===== src/rtl/mem_port_arbiter.sv =====
`default_nettype none
// ============================================================================
//  Module   : mem_port_arbiter
//  Purpose  : Shares one memory port between the hart's instruction-fetch
//             and load/store ports, with one transaction outstanding at a
//             time. Data requests have priority over fetch requests.
//  Options  : MEM_ARB_STARVE_GUARD_EN - when defined, fetch is granted once
//             data has won STARVE_LIMIT contested grants in a row.
//  Revision : 1.0 - initial release
// ============================================================================
module mem_port_arbiter #(
    parameter int ADDR_W       = 32,
    parameter int DATA_W       = 32,
    parameter int STARVE_LIMIT = 4
) (
    input  logic                clk,
    input  logic                rst,

    input  logic                i_req_valid,
    output logic                i_req_ready,
    input  logic [ADDR_W-1:0]   i_req_addr,
    output logic                i_rsp_valid,
    output logic [DATA_W-1:0]   i_rsp_data,

    input  logic                d_req_valid,
    output logic                d_req_ready,
    input  logic [ADDR_W-1:0]   d_req_addr,
    input  logic [DATA_W/8-1:0] d_req_wmask,
    input  logic [DATA_W-1:0]   d_req_wdata,
    output logic                d_rsp_valid,
    output logic [DATA_W-1:0]   d_rsp_data,

    output logic                mem_req_valid,
    input  logic                mem_req_ready,
    output logic [ADDR_W-1:0]   mem_req_addr,
    output logic [DATA_W/8-1:0] mem_req_wmask,
    output logic [DATA_W-1:0]   mem_req_wdata,
    input  logic                mem_rsp_valid,
    input  logic [DATA_W-1:0]   mem_rsp_data,

    output logic                busy
);

    localparam int c_strb_w = DATA_W / 8;

    typedef enum logic [1:0] {
        ST_IDLE  = 2'd0,
        ST_ISSUE = 2'd1,
        ST_WAIT  = 2'd2
    } state_t;

    typedef enum logic {
        OWN_FETCH = 1'b0,
        OWN_DATA  = 1'b1
    } owner_t;

    state_t                r_state;
    state_t                w_state_next;
    owner_t                r_owner;
    logic [ADDR_W-1:0]     r_addr;
    logic [c_strb_w-1:0]   r_wmask;
    logic [DATA_W-1:0]     r_wdata;

    logic                  w_fetch_turn;
    logic                  w_grant_data;
    logic                  w_grant_fetch;

    // Data wins in IDLE unless the starvation guard has handed the turn to fetch.
    // Grants are suppressed while reset is held so no request is acknowledged
    // and then silently dropped.
    assign w_grant_data  = (r_state == ST_IDLE) && !rst && d_req_valid
                           && !(i_req_valid && w_fetch_turn);
    assign w_grant_fetch = (r_state == ST_IDLE) && !rst && i_req_valid
                           && !w_grant_data;

`ifdef MEM_ARB_STARVE_GUARD_EN
    localparam int                 c_cnt_w   = $clog2(STARVE_LIMIT + 1);
    localparam logic [c_cnt_w-1:0] c_cnt_max = c_cnt_w'(STARVE_LIMIT);

    logic [c_cnt_w-1:0] r_starve_cnt;

    assign w_fetch_turn = (r_starve_cnt == c_cnt_max);

    // Count contested data grants (saturating); any fetch or uncontested data grant clears.
    always_ff @(posedge clk) begin
        if (rst) begin
            r_starve_cnt <= '0;
        end else if (w_grant_data) begin
            if (!i_req_valid) begin
                r_starve_cnt <= '0;
            end else if (r_starve_cnt != c_cnt_max) begin
                r_starve_cnt <= r_starve_cnt + 1'b1;
            end
        end else if (w_grant_fetch) begin
            r_starve_cnt <= '0;
        end
    end
`else
    // Strict priority: fetch never gets a forced turn.
    logic w_unused_limit;
    assign w_unused_limit = (STARVE_LIMIT > 0);
    assign w_fetch_turn   = 1'b0;
`endif

    // State and owner registers.
    always_ff @(posedge clk) begin
        if (rst) begin
            r_state <= ST_IDLE;
            r_owner <= OWN_FETCH;
        end else begin
            r_state <= w_state_next;
            if (w_grant_data) begin
                r_owner <= OWN_DATA;
            end else if (w_grant_fetch) begin
                r_owner <= OWN_FETCH;
            end
        end
    end

    // Request latch: captured on grant and held until the next grant.
    always_ff @(posedge clk) begin
        if (rst) begin
            r_addr  <= '0;
            r_wmask <= '0;
            r_wdata <= '0;
        end else if (w_grant_data) begin
            r_addr  <= d_req_addr;
            r_wmask <= d_req_wmask;
            r_wdata <= d_req_wdata;
        end else if (w_grant_fetch) begin
            r_addr  <= i_req_addr;
            r_wmask <= '0;
            r_wdata <= '0;
        end
    end

    // Next-state and handshake outputs.
    always_comb begin
        w_state_next  = r_state;
        i_req_ready   = 1'b0;
        d_req_ready   = 1'b0;
        i_rsp_valid   = 1'b0;
        d_rsp_valid   = 1'b0;
        mem_req_valid = 1'b0;

        case (r_state)
            ST_IDLE: begin
                d_req_ready = w_grant_data;
                i_req_ready = w_grant_fetch;
                if (w_grant_data || w_grant_fetch) begin
                    w_state_next = ST_ISSUE;
                end
            end
            ST_ISSUE: begin
                mem_req_valid = !rst;
                if (mem_req_ready) begin
                    w_state_next = ST_WAIT;
                end
            end
            ST_WAIT: begin
                if (mem_rsp_valid && !rst) begin
                    i_rsp_valid  = (r_owner == OWN_FETCH);
                    d_rsp_valid  = (r_owner == OWN_DATA);
                    w_state_next = ST_IDLE;
                end
            end
            default: begin
                w_state_next = ST_IDLE;
            end
        endcase
    end

    // Response data is steered to both ports; only the owner's valid qualifies it.
    assign i_rsp_data    = mem_rsp_data;
    assign d_rsp_data    = mem_rsp_data;
    assign mem_req_addr  = r_addr;
    assign mem_req_wmask = r_wmask;
    assign mem_req_wdata = r_wdata;
    assign busy          = (r_state != ST_IDLE);

endmodule
`default_nettype wire

===== config.mk =====
export PLATFORM = sky130hd
export DESIGN_NAME = mem_port_arbiter
export DESIGN_NICKNAME = d
export VERILOG_FILES = /design/src/rtl/mem_port_arbiter.sv
export SDC_FILE = /design/constraint.sdc
export NUM_CORES = 1
export LEC_CHECK = 0
export ABC_AREA = 1
export CAP_MARGIN = 0
export CORE_MARGIN = 8
export CORE_UTILIZATION = 25
export DETAILED_ROUTE_END_ITERATION = 6
export REMOVE_ABC_BUFFERS = 1
export SYNTH_ARGS = -nofsm -noshare
export SYNTH_HDL_FRONTEND = slang
export SYNTH_SLANG_ARGS = --single-unit

===== constraint.sdc =====
create_clock -name clk -period 2.6 [get_ports clk]
set_input_delay 0.26 -clock clk [delete_from_list [all_inputs] [get_ports clk]]
set_output_delay 0.26 -clock clk [all_outputs]
set_load 0.05 [all_outputs]

==> run metrics, run 1 <==
run status finished, final reports clean; I/O Pins 276; Critical Path Sink Type output pin; Yosys reg bits 71; mean post-synth cell area 6.75 µm²; CTS tree yes; CTS Buf Count 9; CP max FO 70; Core Util, Final 38.2%; Total GRT Usage between 15 and 20%; filler cell count 1,534; Yosys top cell area share 37.9%; global route overflow 0; Yosys warning total 0; HPWL after DPL ~11 mm; CP Class in -> out; Max Clk Rate 0.514 GHz; Starting Density 25.7%; post-CTS setup buffers 0; row cnt 44; Reg area 1420 µm²; H-tree depth 3; deepest clock path buffer count 2; WL final 15.0 mm; Root Driver clkbuf_16; min Tclk post-route 1.94 ns; synth unique cells 21; die height 139 µm; per-cell routed wire length 17.8 µm; clk slew on worst S/H paths 0.06 ns; worst-skew pair later-pin latency 0.33 ns; Post-Synthesis Cells 556; most area-consuming cells after synthesis dfxtp_1 (38%), nand2_1 (14%), buf_4 (13%); leakage power 2.39 nW; worst hold slack 0.478 ns; worst slew pin tran 0.569 ns; area of the multi-input gates about 1600 µm²; Max VDD drop 259 µV; path type of the worst min-delay path reg -> reg; register area share after synthesis between 30% and 40%; endpoints failing setup 0; drt first-iter violations approximately 170; WP data arrival 1.68 ns; hold_buf cts 0; Tcrit/Tclk final 74.8%; Post-Syn Area ~3800 µm²; largest net degree at the start of global routing 74; Critical Path Start Type primary input; area delta synth->final 48.6%; Net count, final 793; WP data required ~2.3 ns; gpl congestion ~0.73; Pwr per Cell Area 612 nW/µm²; sink count of the clock tree 71; antenna cells 0; initial antenna violation count 0; core area 14,600 µm²; DIE AREA 19,200 µm²; worst rel slew slack 62.0%; layout cell share with drive strength beyond 1 4.55%; vias in the first global route 3,616; Initial DRT Pass Iterations 5; clk_skew about 0.006 ns; die width 139 µm; number of port buffers 179; Hold Fails Final Rpt 0; first-pass GRT wire length ~22 mm; RSZ-0062 raised after global routing false; CTS resizes 0; Avg Vias per Cell between 4 and 5; area leader, netlist dfxtp_1; DRC 0; maxcap violations 0; fin. max-slew vios 0; total number of vias 3,658; DRT antenna net count 0; Final Power 0.00342 W
## final cells by class
class	count	share of cell area [%]
clock inverters	3	0.785
inverters	38	2.56
flip-flops and latches	71	25.5
repair buffers	186	34.9
clock buffers	13	4.31
multi-input cells	349	27.9
well taps	184	4.13
## logic make-up (layout without fill, tap and decap cells)
logic type             count (synthesis)  in the layout  share of synthesized area (%)
buffers and inverters                136            240                           20.7
and+or+nand+nor                      311            311                           36.3
DFF                                   71             71                           37.9
AOI/OAI and AO/OA                     38             38                           5.13
## stage by stage
step / instances / setup WS, ns / cell area [µm²] / setup TNS [ns]
after CTS: 844 / 0.618 / 5580 / 0
after global routing: 844 / 0.561 / 5580 / 0
final: 844 / 0.656 / 5580 / 0
after detailed placement: 828 / 0.495 / 5300 / 0
after floorplan: 458 / -0.0429 / 3120 / -0.0429
after global placement: 828 / 0.550 / 5300 / 0
## critical path: stages
cell and delay [ns]:
clkdlybuf4s50_1 0.44, inv_2 0.21, nand3_2 0.15, buf_12 0.23, nor2_1 0.20, buf_12 0.16
## synthesized netlist by cell type, drive strengths merged
cell type    n
dfxtp       71
nand3b      32
inv         38
nor2       101
clkbuf      14
nor3         1
a21oi       36
o31ai        1
nand3       39
buf         84
nor3b        1
nand2      137
o21ai        1
## registers in the layout (all words and copies together) (netlist names)
| register | count |
|---|---|
| r_owner | 1 |
| mem_req_addr | 32 |
| mem_req_wdata | 32 |
| mem_req_wmask | 4 |
| r_state | 2 |
## per-layer routing
metal,global-route usage [%],up-vias,share of wire (%)
met5,4.71,-,0.47
met4,5.15,2,1.3
met3,11.1,15,14
met2,20.5,175,40
met1,17.5,1608,44
li1,-,1858,-
## cells in the final DEF (no fill, tap or decap), drive strengths merged
master           n
dfxtp           71
buf             12
nand2          137
nor3b            1
nand3           39
nand3b          32
a21oi           36
nor3             1
o21ai            1
clkinv           2
clkdlybuf4s50  174
o31ai            1
inv             38
clkbuf          13
nor2           101
bufinv           1
## power breakdown
part           internal (W)  total, W  switching (W)
Clock              0.000745   0.00121       0.000462
Sequential          0.00117   0.00121      0.0000382
Combinational      0.000411  0.000999       0.000588
Total               0.00233   0.00342        0.00109
## path summary, 6_finish.rpt
kind | slack, ns | from | cells after the start | end
setup / recovery | 0.66 | rst | 6 | i_req_ready
setup reg to reg | 0.95 | r_state[1] | 7 | mem_req_addr[0]
hold / removal | 0.48 | mem_req_wdata[24] | 2 | mem_req_wdata[24]
hold reg to reg | 0.48 | mem_req_wdata[24] | 2 | mem_req_wdata[24]
No activity file was read; power rests on OpenSTA's default activity.
==> run 2: changes to the inputs <==
clock period = 1.6 ns   (was 2.6 ns; I/O delays follow)
==> run 2 against run 1 <==
Effect of this change: clock skew shrank 0.0015 ns; non-clock buffer count grew 15; final cell count grew 1.8%; sequential share of layout area shrank 0.052 points; clock power grew 64%; routed wire length shrank 0.67%; total power grew 64%; via count grew 1.2%; count of clock-buffer cells in the layout shrank 1; core utilization grew 0.11 points; die area is the same; global-route usage shrank 0.12 points; largest cell class unchanged.
==> run metrics, run 2 (synthesis results as in run 1) <==
per-cell routed wire length 17.4 µm (-2.4%); antenna cells 0 (unchanged); Avg Vias per Cell 4.31 (-0.56%); Worst path slowest cell clkdlybuf4s50_1; Pwr per Cell Area 1000 nW/µm² (+63%); first-pass GRT wire length 21.9 mm (-2.3%); r2r endpoint mem_req_addr[5]; Worst path most repeated cell buf_4; Critical Path Sink Type output pin; gpl congestion 0.726 (-0.45%); die width 139 µm (unchanged); core area 14,600 µm² (unchanged); final worst slack 0.0763 ns (-0.579 ns); maxcap violations 0 (unchanged); min Tclk post-route 1.52 ns; drt first-iter violations 166 (-2.9%); placed instance area 5270 µm² (-0.57%); most frequent cells in the layout nand2_1 (136), clkdlybuf4s50_1 (105), nor2_1 (99), buf_4 (84), dfxtp_1 (70); run status finished, final reports clean; CTS tree yes; min-delay src mem_rsp_data[28]; Tcrit/Tclk final 95.2%; critical path's top delay family buffers and inverters; WL final 14.9 mm (-0.67%); fin. max-slew vios 0 (unchanged); Final Power 0.00560 W (+64%); initial antenna violation count 0 (unchanged); layout cell share with drive strength beyond 1 17.9% (+13 points); worst-skew pair later-pin latency 0.33 ns (about the same); leakage power 2.61 nW (+9.2%); H-tree depth 3 (unchanged); Total GRT Usage 15.0% (-0.12 points); final std cells w/o fill 859 (+1.8%); Critical Path Start Type primary input; Hold Fails Final Rpt 0 (unchanged); row cnt 44 (unchanged); Core Util, Final 38.4% (+0.11 points); Buf+Inv Stages, Crit Path 5 (+1); clk_skew 0.00441 ns (-0.00152 ns); sink count of the clock tree 71 (unchanged); Crit path largest cell delay 0.43 ns (about the same); Placed Instances 842 (+1.7%); DRT antenna net count 0 (unchanged); CTS Buf Count 9 (unchanged); endpoints failing setup 0 (unchanged); R2R Setup Slk 0.18 ns (-0.77 ns); Net count, final 808 (+1.9%); Reg-to-Reg Start r_state[1]; number of port buffers 179 (unchanged); Max Clk Rate 0.656 GHz; RSZ-0062 raised after global routing true; worst rel slew slack 82.0% (+20 points); filler cell count 1,541 (+0.46%); largest net degree at the start of global routing 46 (-38%); vias in the first global route 3,540 (-2.1%); CP Class in -> out; worst slew pin tran 0.270 ns (-0.299 ns); WP data arrival 1.36 ns (-0.32 ns); I/O Pins 276 (unchanged); Root Driver clkbuf_16; area delta synth->final 49.0%; worst path cell trace clkdlybuf4s50_1 > inv_2 > buf_4 > nand2_1 > nor3b_2 > buf_4 > buf_12; Max VDD drop 451 µV (+74%); Reg2Reg Depth 8 (+1); total number of vias 3,702 (+1.2%); HPWL after DPL 11.7 mm (+3.6%); global route overflow 0 (unchanged); deepest clock path buffer count 2 (unchanged); DIE AREA 19,200 µm² (unchanged); Initial DRT Pass Iterations 4 (-1); WP data required 1.44 ns (-0.90 ns); DRC 0 (unchanged); die height 139 µm (unchanged); Starting Density 25.7% (unchanged); Post-Place Worst Slack 0.0291 ns (-0.466 ns); commonest non-fill, non-tap cell in the layout nand2_1; finished layout cell area 5600 µm² (+0.29%); path type of the worst min-delay path in -> out; WHS Endpoint d_rsp_data[28]; CP max FO 4 (-94%); Hold Crit Depth 0 (-2)
## run 2: power by group
part / internal [W] / switching [W] / total (W)
Combinational: 0.000672 / 0.000969 / 0.00164
Clock: 0.00124 / 0.000743 / 0.00199
Sequential: 0.00191 / 0.0000650 / 0.00197
Total: 0.00382 / 0.00178 / 0.00560
## run 2: worst max path at each step
stage | start | endpoint | slack [ns] | depth (start not counted)
final | rst | d_rsp_valid | 0.08 | 7
after global routing | rst | d_rsp_valid | -0.03 | 7
after CTS | r_state[1] | i_req_ready | 0.01 | 4
after detailed placement | d_req_valid | mem_req_wdata[30] | 0.03 | 6
after global placement | rst | i_rsp_valid | 0.03 | 6
after floorplan | rst | mem_req_wdata[0] | -0.86 | 5
## run 2: layout make-up
cell class | instances | area, µm² | area share (%)
multi-input combinational | 349 | 1580 | 28.3
timing repair buffer | 201 | 1920 | 34.3
clock inverter | 4 | 45.0 | 0.805
clock buffer | 12 | 246 | 4.41
sequential | 71 | 1420 | 25.4
tap | 184 | 230 | 4.11
inverter | 38 | 148 | 2.64
## run 2: metrics by stage
| step | TNS [ns] | hold slack [ns] |
|---|---|---|
| final | 0 | 0.320 |
| after global placement | 0 | 0.321 |
| after detailed placement | 0 | 0.321 |
| after global routing | -0.0275 | 0.320 |
| after floorplan | -57.20 | 0.229 |
| after CTS | 0 | 0.321 |
## run 2: worst reg2reg max path: stages (launching register included)
cell	delay [ns]
dfxtp_2	0.33
nor2_4	0.17
nand3_4	0.11
buf_4	0.19
buf_12	0.18
nand2_1	0.13
nand2_1	0.05
nor2_1	0.10
nor2_1	0.04
## run 2: metal layers
metal  share of wire [%]  GRT usage, %  vias to the layer above
met1                  45          18.4                     1634
li1                    -             -                     1884
met2                  42          20.8                      168
met5                0.58          4.71                        -
met3                  12          9.08                       14
met4                 1.0          4.46                        2
## run 2: repair_timing
action / 4_1_cts / 5_1_grt
hold buffers: 0 / 0
setup endpoints to repair: 2 / 3
pin swaps: 1 / 1
buffers inserted: 1 / 0
gates resized for setup: 3 / 6
hold endpoints to repair: 0 / 0
==> run 3: changes to the inputs <==
CORE_ASPECT_RATIO = 0.9   (was unset)
SETUP_SLACK_MARGIN = 0.05   (was unset)
==> run 3 against run 2 <==
Effect of this change: via count shrank 0.38%; core utilization grew 0.15 points; clock skew grew 0.0024 ns; register-to-register slack lost 0.02 ns; global-route usage grew 0.42 points; final cell count grew 2.3%; maximum frequency is essentially flat; combinational power is essentially flat; routed wire length grew 1.8%; count of clock-buffer cells in the layout shrank 2; largest power group is now sequential cells.
==> run metrics, run 3 (synthesis results as in run 1) <==
per-cell routed wire length 17.3 µm (-0.47%); drt first-iter violations 191 (+15%); finished layout cell area 5670 µm² (+1.3%); min-delay src mem_rsp_data[23]; WL final 15.2 mm (+1.8%); WP data arrival 1.36 ns (about the same); area delta synth->final 50.9%; Pwr per Cell Area 964 nW/µm² (-3.6%); CP Class reg -> out; Placed Instances 859 (+2.0%); Avg Vias per Cell 4.20 (-2.6%); CP max FO 3 (-1); HPWL after DPL 11.7 mm (+0.28%); endpoints failing setup 0 (unchanged); die height 132 µm (-4.5%); most frequent cells in the layout nand2_1 (136), clkdlybuf4s50_1 (105), nor2_1 (99), buf_4 (87), dfxtp_1 (69); placed instance area 5330 µm² (+1.2%); antenna cells 0 (unchanged); Final Power 0.00546 W (-2.4%); Starting Density 25.5% (-0.22 points); Hold Fails Final Rpt 0 (unchanged); R2R Setup Slk 0.16 ns (-0.02 ns); clk_skew 0.00679 ns (+0.00238 ns); layout cell share with drive strength beyond 1 18.9% (+1.0 points); WP data required 1.44 ns (about the same); final worst slack 0.0758 ns (-0.000492 ns); DIE AREA 19,200 µm² (about the same); first-pass GRT wire length 22.6 mm (+3.1%); row cnt 42 (-4.5%); final std cells w/o fill 879 (+2.3%); Pint 0.00365 W (-4.5%); core area 14,700 µm² (+0.86%); run status finished, final reports clean; Initial DRT Pass Iterations 4 (unchanged); CTS Buf Count 9 (unchanged); Reg2Reg Depth 9 (+1); WHS Endpoint i_rsp_data[23]; number of port buffers 179 (unchanged); leakage power 2.64 nW (+1.2%); Net count, final 814 (+0.74%); hold_buf cts 0 (unchanged); path type of the worst min-delay path in -> out; Post-Place Worst Slack -0.0317 ns (-0.0608 ns); Critical Path Start Type register; RSZ-0062 raised after global routing true; filler cell count 1,599 (+3.8%); global route overflow 0 (unchanged); Sequential Power Share 36.1% (+0.9 points); commonest non-fill, non-tap cell in the layout nand2_1; initial antenna violation count 0 (unchanged); fin. max-slew vios 0 (unchanged); min Tclk post-route 1.52 ns (+0.000492 ns); Reg-to-Reg Start r_state[1]; vias in the first global route 3,604 (+1.8%); Root Driver clkbuf_16; deepest clock path buffer count 2 (unchanged); sink count of the clock tree 71 (unchanged); Critical Path Sink Type output pin; Tcrit/Tclk final 95.3% (about the same); maxcap violations 0 (unchanged); I/O Pins 276 (unchanged); worst-skew pair later-pin latency 0.33 ns (about the same); Max VDD drop 439 µV (-2.6%); Net Sw Frac 33.2% (+1.5 points); die width 145 µm (+4.8%); clk slew on worst S/H paths 0.06 ns; largest net degree at the start of global routing 67 (+46%); worst rel slew slack 75.5% (-6.6 points); NetSw 0.00181 W (+2.1%); total number of vias 3,688 (-0.38%); Hold Crit Depth 0 (unchanged); Logic pwr share 30.7% (+1.4 points); CTS tree yes; Total GRT Usage 15.4% (+0.42 points); r2r endpoint mem_req_addr[6]; Max Clk Rate 0.656 GHz (about the same); gpl congestion 0.719 (-1.1%); DRC 0 (unchanged); Clock power frac 33.2% (-2.3 points); H-tree depth 3 (unchanged); worst slew pin tran 0.368 ns (+0.0983 ns); DRT antenna net count 0 (unchanged)
## run 3: per-layer routing
layer  vias to the layer above  global-route usage, %  share of wire, %
li1                       1896                      -                 -
met1                      1599                   18.8                45
met2                       176                   20.8                39
met3                        15                   10.6                14
met4                         2                   4.45               1.3
met5                         -                   4.19              0.54
## run 3: area by class of cell
class / count / area (µm²) / area share, %
Multi-Input combinational cell: 349 / 1580 / 27.9
Clock inverter: 6 / 37.5 / 0.663
Timing Repair Buffer: 207 / 2000 / 35.2
Inverter: 38 / 150 / 2.65
Clock buffer: 10 / 229 / 4.04
Tap cell: 198 / 248 / 4.37
Sequential cell: 71 / 1420 / 25.1
## run 3: power by group through the flow
stage / Combinational (W) / Clock, W / Sequential [W]
CTS: 0.00169 / 0.00190 / 0.00197
floorplan: 0.000467 / 0 / 0.00245
finish: 0.00167 / 0.00182 / 0.00197
global placement: 0.00167 / 0 / 0.00200
global route: 0.00180 / 0.00196 / 0.00199
detailed placement: 0.00167 / 0 / 0.00201
## run 3: per-stage QoR
| stage | utilization, % | hold WS [ns] | TNS [ns] |
|---|---|---|---|
| floorplan | - | 0.229 | -57.20 |
| global placement | 36.2 | 0.321 | -0.0411 |
| detailed placement | 36.2 | 0.321 | -0.655 |
| CTS | 38.4 | 0.321 | 0 |
| global route | 38.5 | 0.320 | 0 |
| finish | 38.5 | 0.320 | 0 |
## run 3: timing repair
action	CTS	global route
endpoints found under the setup margin	3	8
hold endpoints to repair	0	0
setup buffers	4	0
pin swaps	1	2
gates resized for setup	7	5
## run 3: worst max path at each step
| stage | startpoint | end | slack [ns] | depth (start not counted) |
|---|---|---|---|---|
| 4_1_cts | r_state[0] | d_req_ready | 0.03 | 6 |
| 3_5_place_dp | rst | mem_req_wdata[1] | -0.03 | 8 |
| 2_1_floorplan | rst | mem_req_wdata[0] | -0.86 | 5 |
| 3_3_place_gp | rst | mem_req_wdata[1] | -0.008 | 8 |
| 5_1_grt | r_state[1] | d_req_ready | 0.01 | 6 |
| 6_report | r_state[1] | d_req_ready | 0.08 | 6 |
## run 3: worst max-delay path, stage by stage, from the launching register on
cell and delay [ns]:
dfxtp_2 0.33, nor2_4 0.17, nand3_4 0.10, buf_12 0.14, inv_8 0.05, buf_12 0.10, buf_12 0.12
